**src/rtl/wash_phase_timer.sv**
```systemverilog
// ---------------------------------------------------------------------------
// wash_phase_timer
//
// Timing and rinse-count stage in front of the washing machine control FSM.
// It watches the FSM's actuator outputs to tell when a wash or a spin is
// running. It times each phase with a prescaled seconds counter and returns
// the cycleTO, spinTO and againwash inputs the FSM waits on. It also exports
// the ticks remaining for the front-panel display.
//
// Parameters
//   CLK_DIV    clk cycles per timer tick (>= 2)
//   CYCLE_SEC  ticks per wash/rinse cycle (>= 1)
//   SPIN_SEC   ticks per spin (>= 1)
//   TIME_W     seconds counter width, must hold max(CYCLE_SEC, SPIN_SEC)
//
// Ports
//   clk           system clock
//   reset         asynchronous, active-high
//   motor_on      FSM actuator output
//   water_wash    FSM actuator output
//   drain_val_on  FSM actuator output
//   done          FSM one-cycle completion pulse (clears the wash count)
//   rinse_cfg     extra rinse cycles requested (0-3)
//   cycleTO       wash-cycle timeout to the FSM
//   spinTO        spin timeout to the FSM
//   againwash     another fill/wash is still owed
//   sec_tick      one-cycle pulse per timer tick
//   time_left     ticks remaining in the current timed phase
//   phase         0 idle, 1 wash, 2 spin, 3 timed-out
//
// All outputs are registered. Each output is computed from the next-state
// values, so it changes on the same edge as the state it describes.
// ---------------------------------------------------------------------------
module wash_phase_timer #(
  parameter int CLK_DIV   = 1000,
  parameter int CYCLE_SEC = 10,
  parameter int SPIN_SEC  = 5,
  parameter int TIME_W    = 8
) (
  input  logic              clk,
  input  logic              reset,
  input  logic              motor_on,
  input  logic              water_wash,
  input  logic              drain_val_on,
  input  logic              done,
  input  logic [1:0]        rinse_cfg,
  output logic              cycleTO,
  output logic              spinTO,
  output logic              againwash,
  output logic              sec_tick,
  output logic [TIME_W-1:0] time_left,
  output logic [1:0]        phase
);

  localparam int PRE_W = (CLK_DIV > 1) ? $clog2(CLK_DIV) : 1;
  localparam logic [PRE_W-1:0]  PRE_MAX    = PRE_W'(CLK_DIV - 1);
  localparam logic [TIME_W-1:0] CYCLE_LOAD = TIME_W'(CYCLE_SEC);
  localparam logic [TIME_W-1:0] SPIN_LOAD  = TIME_W'(SPIN_SEC);
  localparam logic [TIME_W-1:0] CNT_ONE    = TIME_W'(1);

  typedef enum logic [2:0] {
    T_IDLE,
    T_WASH,
    T_WASH_TO,
    T_SPIN,
    T_SPIN_TO
  } state_t;

  state_t            state_reg, state_next;
  logic [PRE_W-1:0]  presc_reg, presc_next;
  logic [TIME_W-1:0] cnt_reg, cnt_next;
  logic [1:0]        washes_reg, washes_next;
  logic [1:0]        cfg_reg, cfg_next;

  logic              cycle_to_reg, cycle_to_next;
  logic              spin_to_reg, spin_to_next;
  logic              againwash_reg, againwash_next;
  logic              sec_tick_reg, sec_tick_next;
  logic [TIME_W-1:0] time_left_reg, time_left_next;
  logic [1:0]        phase_reg, phase_next;

  logic wash_act;
  logic spin_act;
  logic tick;
  logic load;

  always_comb begin
    wash_act = motor_on & water_wash;
    spin_act = motor_on & ~water_wash & ~drain_val_on;
    tick     = (presc_reg == PRE_MAX);

    state_next  = state_reg;
    cnt_next    = cnt_reg;
    washes_next = washes_reg;
    cfg_next    = cfg_reg;
    load        = 1'b0;

    case (state_reg)
      T_IDLE: begin
        // Wash wins if both decodes are high. The rinse setting is only
        // sampled at the start of a fresh program (no washes counted yet).
        if (wash_act) begin
          state_next = T_WASH;
          cnt_next   = CYCLE_LOAD;
          load       = 1'b1;
          if (washes_reg == 2'd0) begin
            cfg_next = rinse_cfg;
          end
        end else if (spin_act) begin
          state_next = T_SPIN;
          cnt_next   = SPIN_LOAD;
          load       = 1'b1;
        end
      end

      T_WASH: begin
        // A drop on the same edge as the final tick counts as an abort.
        if (!wash_act) begin
          state_next = T_IDLE;
          cnt_next   = '0;
        end else if (tick) begin
          if (cnt_reg == CNT_ONE) begin
            state_next = T_WASH_TO;
            cnt_next   = '0;
            if (washes_reg != 2'd3) begin
              washes_next = washes_reg + 2'd1;
            end
          end else begin
            cnt_next = cnt_reg - CNT_ONE;
          end
        end
      end

      T_WASH_TO: begin
        if (!water_wash) begin
          state_next = T_IDLE;
        end
      end

      T_SPIN: begin
        if (!spin_act) begin
          state_next = T_IDLE;
          cnt_next   = '0;
        end else if (tick) begin
          if (cnt_reg == CNT_ONE) begin
            state_next = T_SPIN_TO;
            cnt_next   = '0;
          end else begin
            cnt_next = cnt_reg - CNT_ONE;
          end
        end
      end

      T_SPIN_TO: begin
        // End of spin closes the program, so the wash count restarts.
        if (done || !motor_on) begin
          state_next  = T_IDLE;
          washes_next = 2'd0;
        end
      end

      default: begin
        state_next = T_IDLE;
        cnt_next   = '0;
      end
    endcase

    if (done) begin
      washes_next = 2'd0;
    end

    // Restarting the prescaler on a load makes every phase exactly
    // SEC * CLK_DIV cycles long. A tick that lands on the load edge is
    // swallowed, both for the countdown and for the sec_tick output.
    if (load || tick) begin
      presc_next = '0;
    end else begin
      presc_next = presc_reg + PRE_W'(1);
    end

    sec_tick_next = tick & ~load;
    cycle_to_next = (state_next == T_WASH_TO);
    spin_to_next  = (state_next == T_SPIN_TO);

    if ((state_next == T_WASH) || (state_next == T_SPIN)) begin
      time_left_next = cnt_next;
    end else begin
      time_left_next = '0;
    end

    case (state_next)
      T_WASH:               phase_next = 2'd1;
      T_SPIN:               phase_next = 2'd2;
      T_WASH_TO, T_SPIN_TO: phase_next = 2'd3;
      default:              phase_next = 2'd0;
    endcase

    // Total washes owed = 1 + cfg; widened to 3 bits so cfg=3 cannot wrap.
    againwash_next = ({1'b0, washes_next} < ({1'b0, cfg_next} + 3'd1));
  end

  always_ff @(posedge clk or posedge reset) begin
    if (reset) begin
      state_reg     <= T_IDLE;
      presc_reg     <= '0;
      cnt_reg       <= '0;
      washes_reg    <= 2'd0;
      cfg_reg       <= 2'd0;
      cycle_to_reg  <= 1'b0;
      spin_to_reg   <= 1'b0;
      againwash_reg <= 1'b1;
      sec_tick_reg  <= 1'b0;
      time_left_reg <= '0;
      phase_reg     <= 2'd0;
    end else begin
      state_reg     <= state_next;
      presc_reg     <= presc_next;
      cnt_reg       <= cnt_next;
      washes_reg    <= washes_next;
      cfg_reg       <= cfg_next;
      cycle_to_reg  <= cycle_to_next;
      spin_to_reg   <= spin_to_next;
      againwash_reg <= againwash_next;
      sec_tick_reg  <= sec_tick_next;
      time_left_reg <= time_left_next;
      phase_reg     <= phase_next;
    end
  end

  assign cycleTO   = cycle_to_reg;
  assign spinTO    = spin_to_reg;
  assign againwash = againwash_reg;
  assign sec_tick  = sec_tick_reg;
  assign time_left = time_left_reg;
  assign phase     = phase_reg;

endmodule

```
**config.mk**
```make
export PLATFORM = sky130hd
export DESIGN_NAME = wash_phase_timer
export DESIGN_NICKNAME = d
export VERILOG_FILES = /design/src/rtl/wash_phase_timer.sv
export SDC_FILE = /design/constraint.sdc
export NUM_CORES = 1
export LEC_CHECK = 0
export BUFFER_PORTS_ARGS = -buffer_cell sky130_fd_sc_hd__buf_2
export CAP_MARGIN = 20
export CELL_PAD_IN_SITES_DETAIL_PLACEMENT = 0
export CELL_PAD_IN_SITES_GLOBAL_PLACEMENT = 1
export CORE_MARGIN = 2
export CORE_UTILIZATION = 48
export DETAILED_ROUTE_END_ITERATION = 6
export PLACE_DENSITY = 0.91
export SETUP_SLACK_MARGIN = 0.2
export SLEW_MARGIN = 20
export SYNTH_ARGS = -nofsm -noshare
export SYNTH_HDL_FRONTEND = slang
export SYNTH_SLANG_ARGS = --single-unit
```
**constraint.sdc**
```tcl
create_clock -name clk -period 7.6 [get_ports clk]
set_clock_uncertainty 0.05 [all_clocks]
set_input_delay 0.76 -clock clk [delete_from_list [all_inputs] [get_ports clk]]
set_output_delay 0.76 -clock clk [all_outputs]
set_load 0.05 [all_outputs]
```
==> results of run 1 <==
## worst max-delay path, cell delays in order
cell and delay, ps:
buf_2 140, nor4bb_1 510, nand2_1 220, nor3_1 290
mux2_2 400, ha_1 280, inv_1 40, ha_1 260
nor2_1 90, nor2_1 40, o31ai_1 60
## cell families (layout without fill, tap and decap cells)
group                    count (synthesis)  count (layout)  share of synthesized area, %
adder cells (fa/ha/maj)                  5               5                          3.13
buffers and inverters                   15              40                          3.07
AND/OR/NAND/NOR                         85              85                          25.7
AO/OA/AOI/OAI                           43              43                          13.3
XOR/XNOR                                11              11                          4.82
multiplexers                             2               2                          1.13
flip-flops                              39              39                          48.9
## through the flow
stage	hold WS (ps)	setup WS [ps]	total power, mW
floorplan	405	4860	0.356
global placement	433	4500	0.381
detailed placement	447	4380	0.385
CTS	471	4680	0.566
global route	512	4480	0.592
finish	478	4660	0.560
## cell usage after synthesis, drive strengths merged (3+ instances only)
| cell | instances | area share (%) |
|---|---|---|
| xnor2 | 5 | 2.2 |
| clkbuf | 3 | 0.56 |
| nor2 | 20 | 3.9 |
| and3 | 3 | 0.94 |
| and2 | 3 | 0.94 |
| nor3 | 3 | 1.3 |
| ha | 5 | 3.1 |
| nand2 | 13 | 2.4 |
| inv | 10 | 1.9 |
| xor2 | 6 | 2.6 |
| o21ai | 9 | 2.3 |
| nor4 | 4 | 1.9 |
| a31oi | 9 | 2.8 |
| o31ai | 3 | 1.1 |
| nor2b | 3 | 0.94 |
| nand2b | 8 | 2.5 |
| a21oi | 12 | 3.2 |
| nand3 | 11 | 2.8 |
| dfrtp | 38 | 48 |
| or3 | 7 | 2.4 |
## power by group through the flow
stage / registers, mW / clock network [mW] / logic, mW
final: 0.263 / 0.177 / 0.120
after global routing: 0.266 / 0.190 / 0.135
after global placement: 0.265 / 0 / 0.117
after floorplan: 0.274 / 0 / 0.0823
after CTS: 0.262 / 0.183 / 0.121
after detailed placement: 0.266 / 0 / 0.119
## per-layer routing
metal	share of wire, %	track usage [%]	up-vias	routed length (um)
met3	4.1	4.87	7	164
met5	0	0	-	0
met2	49	32.7	36	1930
li1	-	-	756	-
met4	1.5	7.50	0	61
met1	45	27.1	744	1800
## cell type report
type	instances	share of cell area (%)
clock buffers	6	3.64
clock inverters	2	1.55
inverters	10	1.66
multi-input cells	146	42.3
flip-flops and latches	39	43.1
well taps	50	2.76
repair buffers	22	4.97
## worst max path at each step
stage,startpoint,to,slack (ps),cells after the start
2_1_floorplan,water_wash,againwash,4860,10
3_3_place_gp,water_wash,againwash,4500,11
3_5_place_dp,water_wash,againwash,4380,11
4_1_cts,water_wash,againwash,4680,11
5_1_grt,water_wash,againwash,4480,11
6_report,water_wash,againwash,4660,11
==> flow_summary.ini, run 1 <==
[outcome]
status = completed

[synthesis]
synth_nets = 213
syn-cell-area_um2 = 2000
synth-edff-count = 0
synth-seq-cells = 39
syn_avg_cell_area_um2 = 9.99
yosys_warnings = 0
async_flop_share_pct = 100
synth_cell_types = 46
yosysSeqAreaShare_pct = 48.9
syn_inst = 200
synthFlopType = dfrtp_1

[placement]
post-dp-hpwl_mm = 2.90
dp.cells = 267
place.gp.congestion = 0.880
io_buffer_count = 21
placed_area_um2 = 2150

[final_layout]
finalCoreUtilization_pct = 56.7
fin_nets = 237
final_area_um2 = 2270
final-seq-area_um2 = 977
final_cells = 275
multi_input_area_um2 = 960
n_antenna_cell = 0
largest_reg_flops = 10
drive_above_1_share_pct = 19.6
final_common_cell = dfrtp_1
final_cell_mix = 38 x dfrtp_1, 21 x buf_2, 19 x nor2_1
areaGrowthSynthToFinish_pct = 13.5
fillers = 374

[global_routing]
grt_max_degree = 40
antenna_found_initial = 0
grt_pass1_vias = 1464
overflow = 0
grt_pass1_wl_mm = 7.04
track_usage_pct = 20.5

[detailed_routing]
ant_nets = 0
drt_iter0_drc = 104
first_pass_iters = 4
route.detailed.drc = 0
wirelength_mm = 3.96
via_per_inst = 5.61
wl_per_cell_um = 14.4
dr_total_vias = 1543

[hold_path]
min_from = presc_reg[0]
min-delay-path-class = register to register
hold_depth = 1
min_to = presc_reg[0]

[floorplanning]
dieHeight_um = 68.5
fp.dieW_um = 68.5
rows = 23
start_util_pct = 50.0
dieArea_um2 = 4690
core_area_um2 = 4000
pin_count = 22

[sta]
hold_viol = 0
grt_setup_unrepaired = false
finalCriticalPeriod_ps = 2940
relSlewSlack_pct = 36.8
post-route-period-util_pct = 38.6
tns_ps = 0
slew_viol_final = 0
finalSetupViolations = 0
tightest_slew_ps = 948
max_freq_ghz = 0.340

[clocking]
cts_tree = done
clk_pin_slew_worst_paths_ps = 70
cts_hold_buf = 0
cts_buffers = 5
clockBufferDepth = 2
cts.sinks = 39
root_buffer = clkbuf_8
post_cts_buffers = 0
h-tree-depth = 2
clk_latency_ps = 290
cts_resized = 0

[worst_setup_path]
worst-setup-path-type = primary input to register
critPathRequiredTime_ps = 7750
cp-start-kind = primary input
rr_worst_depth = 10
reg2reg_to = againwash
cp-end-kind = register
ff2ff_setup_slack_ps = 4730
rr_startpoint = state_reg[1]
critPathMaxFanout = 7
arrival_ps = 3090

[power_and_ir_drop]
peakVddDrop_v = 0.000123
p_sw_mw = 0.177
clockPowerShare_pct = 31.7
power_frac_comb_pct = 21.3
netSwitchingFraction_pct = 31.7
power_density_nw_per_um2 = 247
pwr-share-seq_pct = 47.0
p_int_mw = 0.383
cellLeakagePower_nw = 1.05

[flow_run]
max-cap-violations = 0
Note: power is estimated with default switching activity, not from simulation.
==> run 2, diff against run 1 <==
- CORE_UTILIZATION: 48 -> 45
- PLACE_DENSITY: 0.91 -> 0.86
- clock period: 7.6 -> 2.95 ns (I/O delays scaled with it)
==> run 2 against run 1 <==
  * Final cell count rose by 2.2%
  * Flip-flop and latch count did not move
  * First-iteration DRC count rose by 15%
  * Worst setup slack got worse by 4300 ps
  * Non-clock buffer count rose by 4
  * Die area rose by 6.3%
  * Count of clock-buffer cells in the layout fell by 1
  * Register-to-register slack got worse by 4300 ps
  * Utilization fell by 3.9 points
  * Combinational power rose to 2.6 times the previous value
  * Sequential power rose to 2.5 times the previous value
  * Final area rose by 0.66%
  * Critical path type is now register to register
  * Largest cell class unchanged
==> flow_summary.ini, run 2 (same netlist as run 1, synthesis figures left out) <==
[outcome]
status = completed

[placement]
place_ws_ps = 198
place.gp.congestion = 0.909
post-dp-hpwl_mm = 2.93
io_buffer_count = 21

[flow_run]
max-cap-violations = 0

[power_and_ir_drop]
power_mw = 1.35
p_int_mw = 0.881
peakVddDrop_v = 0.000374
p_sw_mw = 0.464
power_frac_comb_pct = 23.5
cellLeakagePower_nw = 1.05
netSwitchingFraction_pct = 34.5
clockPowerShare_pct = 26.6
power_density_nw_per_um2 = 590
pwr-share-seq_pct = 49.8

[floorplanning]
core_area_um2 = 4320
rows = 24
pin_count = 22
dieArea_um2 = 4990
start_util_pct = 46.2
fp.dieW_um = 70.6
dieHeight_um = 70.6

[clocking]
cts.sinks = 39
cts_buffers = 5
clk_latency_ps = 290
clockBufferDepth = 2
post_cts_buffers = 0
clk_pin_slew_worst_paths_ps = 80
cts_tree = done
root_buffer = clkbuf_8
h-tree-depth = 2

[final_layout]
n_antenna_cell = 0
final_common_cell = dfrtp_1
largest_reg_flops = 10
final_cell_mix = 38 x dfrtp_1, 21 x buf_2, 19 x nor2_1
areaGrowthSynthToFinish_pct = 14.2
fin_nets = 241
finalCoreUtilization_pct = 52.8
drive_above_1_share_pct = 21.8

[detailed_routing]
wirelength_mm = 3.98
drt_iter0_drc = 120
wl_per_cell_um = 14.1
first_pass_iters = 4
via_per_inst = 5.46
dr_total_vias = 1533
ant_nets = 0
route.detailed.drc = 0

[worst_setup_path]
critPathRequiredTime_ps = 3100
arrival_ps = 2700
path_delay_family = simple AND/OR/NAND/NOR gates
path_cells = nor4bb_2, nand2_1, nor3_2, mux2_2, ha_1, inv_1, ha_1, nor2_1, nor2_1, o31ai_1
cp-end-kind = register
worst_path_max_delay_cell = dfrtp_1
cp-start-kind = register
worst-setup-path-type = register to register
cpPeakStageDelay_ps = 460
worst-path-buf-inv = 1
critPathMaxFanout = 7

[global_routing]
antenna_found_initial = 0
track_usage_pct = 17.6
grt_pass1_wl_mm = 6.85
overflow = 0
grt_pass1_vias = 1451
grt_max_degree = 21

[sta]
tns_ps = 0
tightest_slew_ps = 969
hold_viol = 0
finalCriticalPeriod_ps = 2550
finalSetupViolations = 0
max_freq_ghz = 0.392
post-route-period-util_pct = 86.5
setup_slack_ps = 399
relSlewSlack_pct = 35.4
slew_viol_final = 0
grt_setup_unrepaired = false
fin_hold_ws_ps = 88.3

[hold_path]
min-delay-path-class = primary input to asynchronous set/reset pin
## run 2: cell types whose count changed in the layout (fill, tap and decap cells not counted)
cell / delta
nor4bb_1: -1
nor3_2: +1
nor4bb_2: +1
clkinvlp_4: +2
buf_4: +4
clkbuf_8: -1
bufinv_16: -1
nor3_1: -1
## run 2: cell type report
type | count | area (um2)
repair buffers | 26 | 143
multi-input cells | 146 | 971
clock buffers | 5 | 68.8
inverters | 10 | 37.5
clock inverters | 3 | 20.0
flip-flops and latches | 39 | 977
fillers | 428 | 2040
well taps | 52 | 65.1
## run 2: repair_timing
item | in CTS | in global routing
hold buffers | 0 | 0
pin swaps | 0 | 0
resized for setup | 1 | 1
endpoints found under the setup margin | 1 | 1
## run 2: per-stage QoR
step                cells  cell area (um2)
detailed placement    273             2180
CTS                   281             2280
finish                281             2280
global route          281             2280
global placement      273             2180
floorplan             200             2000
## run 2: worst register-to-register path: stages, from the launching register on
cell	delay, ps
dfrtp_1	460
nor4bb_2	400
nand2_1	210
nor3_2	200
mux2_2	380
ha_1	280
inv_1	40
ha_1	260
nor2_1	80
nor2_1	50
o31ai_1	60
## run 2: per-layer routing
layer / part of all wire (%) / track usage, % / up-vias
met5: 0 / 0 / -
met4: 1.4 / 5.87 / 0
met2: 44 / 26.5 / 31
met1: 50 / 25.0 / 725
met3: 3.8 / 4.42 / 6
li1: - / - / 771
## run 2: worst paths after layout
path	from	end	slack, ps	cells after the start
max	state_reg[2]	againwash	400	10
min	reset	cnt_reg[4]	90	2
max reg2reg	state_reg[2]	againwash	400	10
min reg2reg	presc_reg[0]	presc_reg[0]	450	1
max in group asynchronous	reset	againwash	1960	3
min in group clk	done	washes_reg[1]	170	2
## run 2: power by group through the flow
stage	sequential, mW	combinational [mW]	clock [mW]
3_5_place_dp	0.681	0.317	0
2_1_floorplan	0.706	0.212	0
3_3_place_gp	0.680	0.311	0
5_1_grt	0.683	0.351	0.398
6_report	0.670	0.317	0.358
4_1_cts	0.671	0.319	0.371
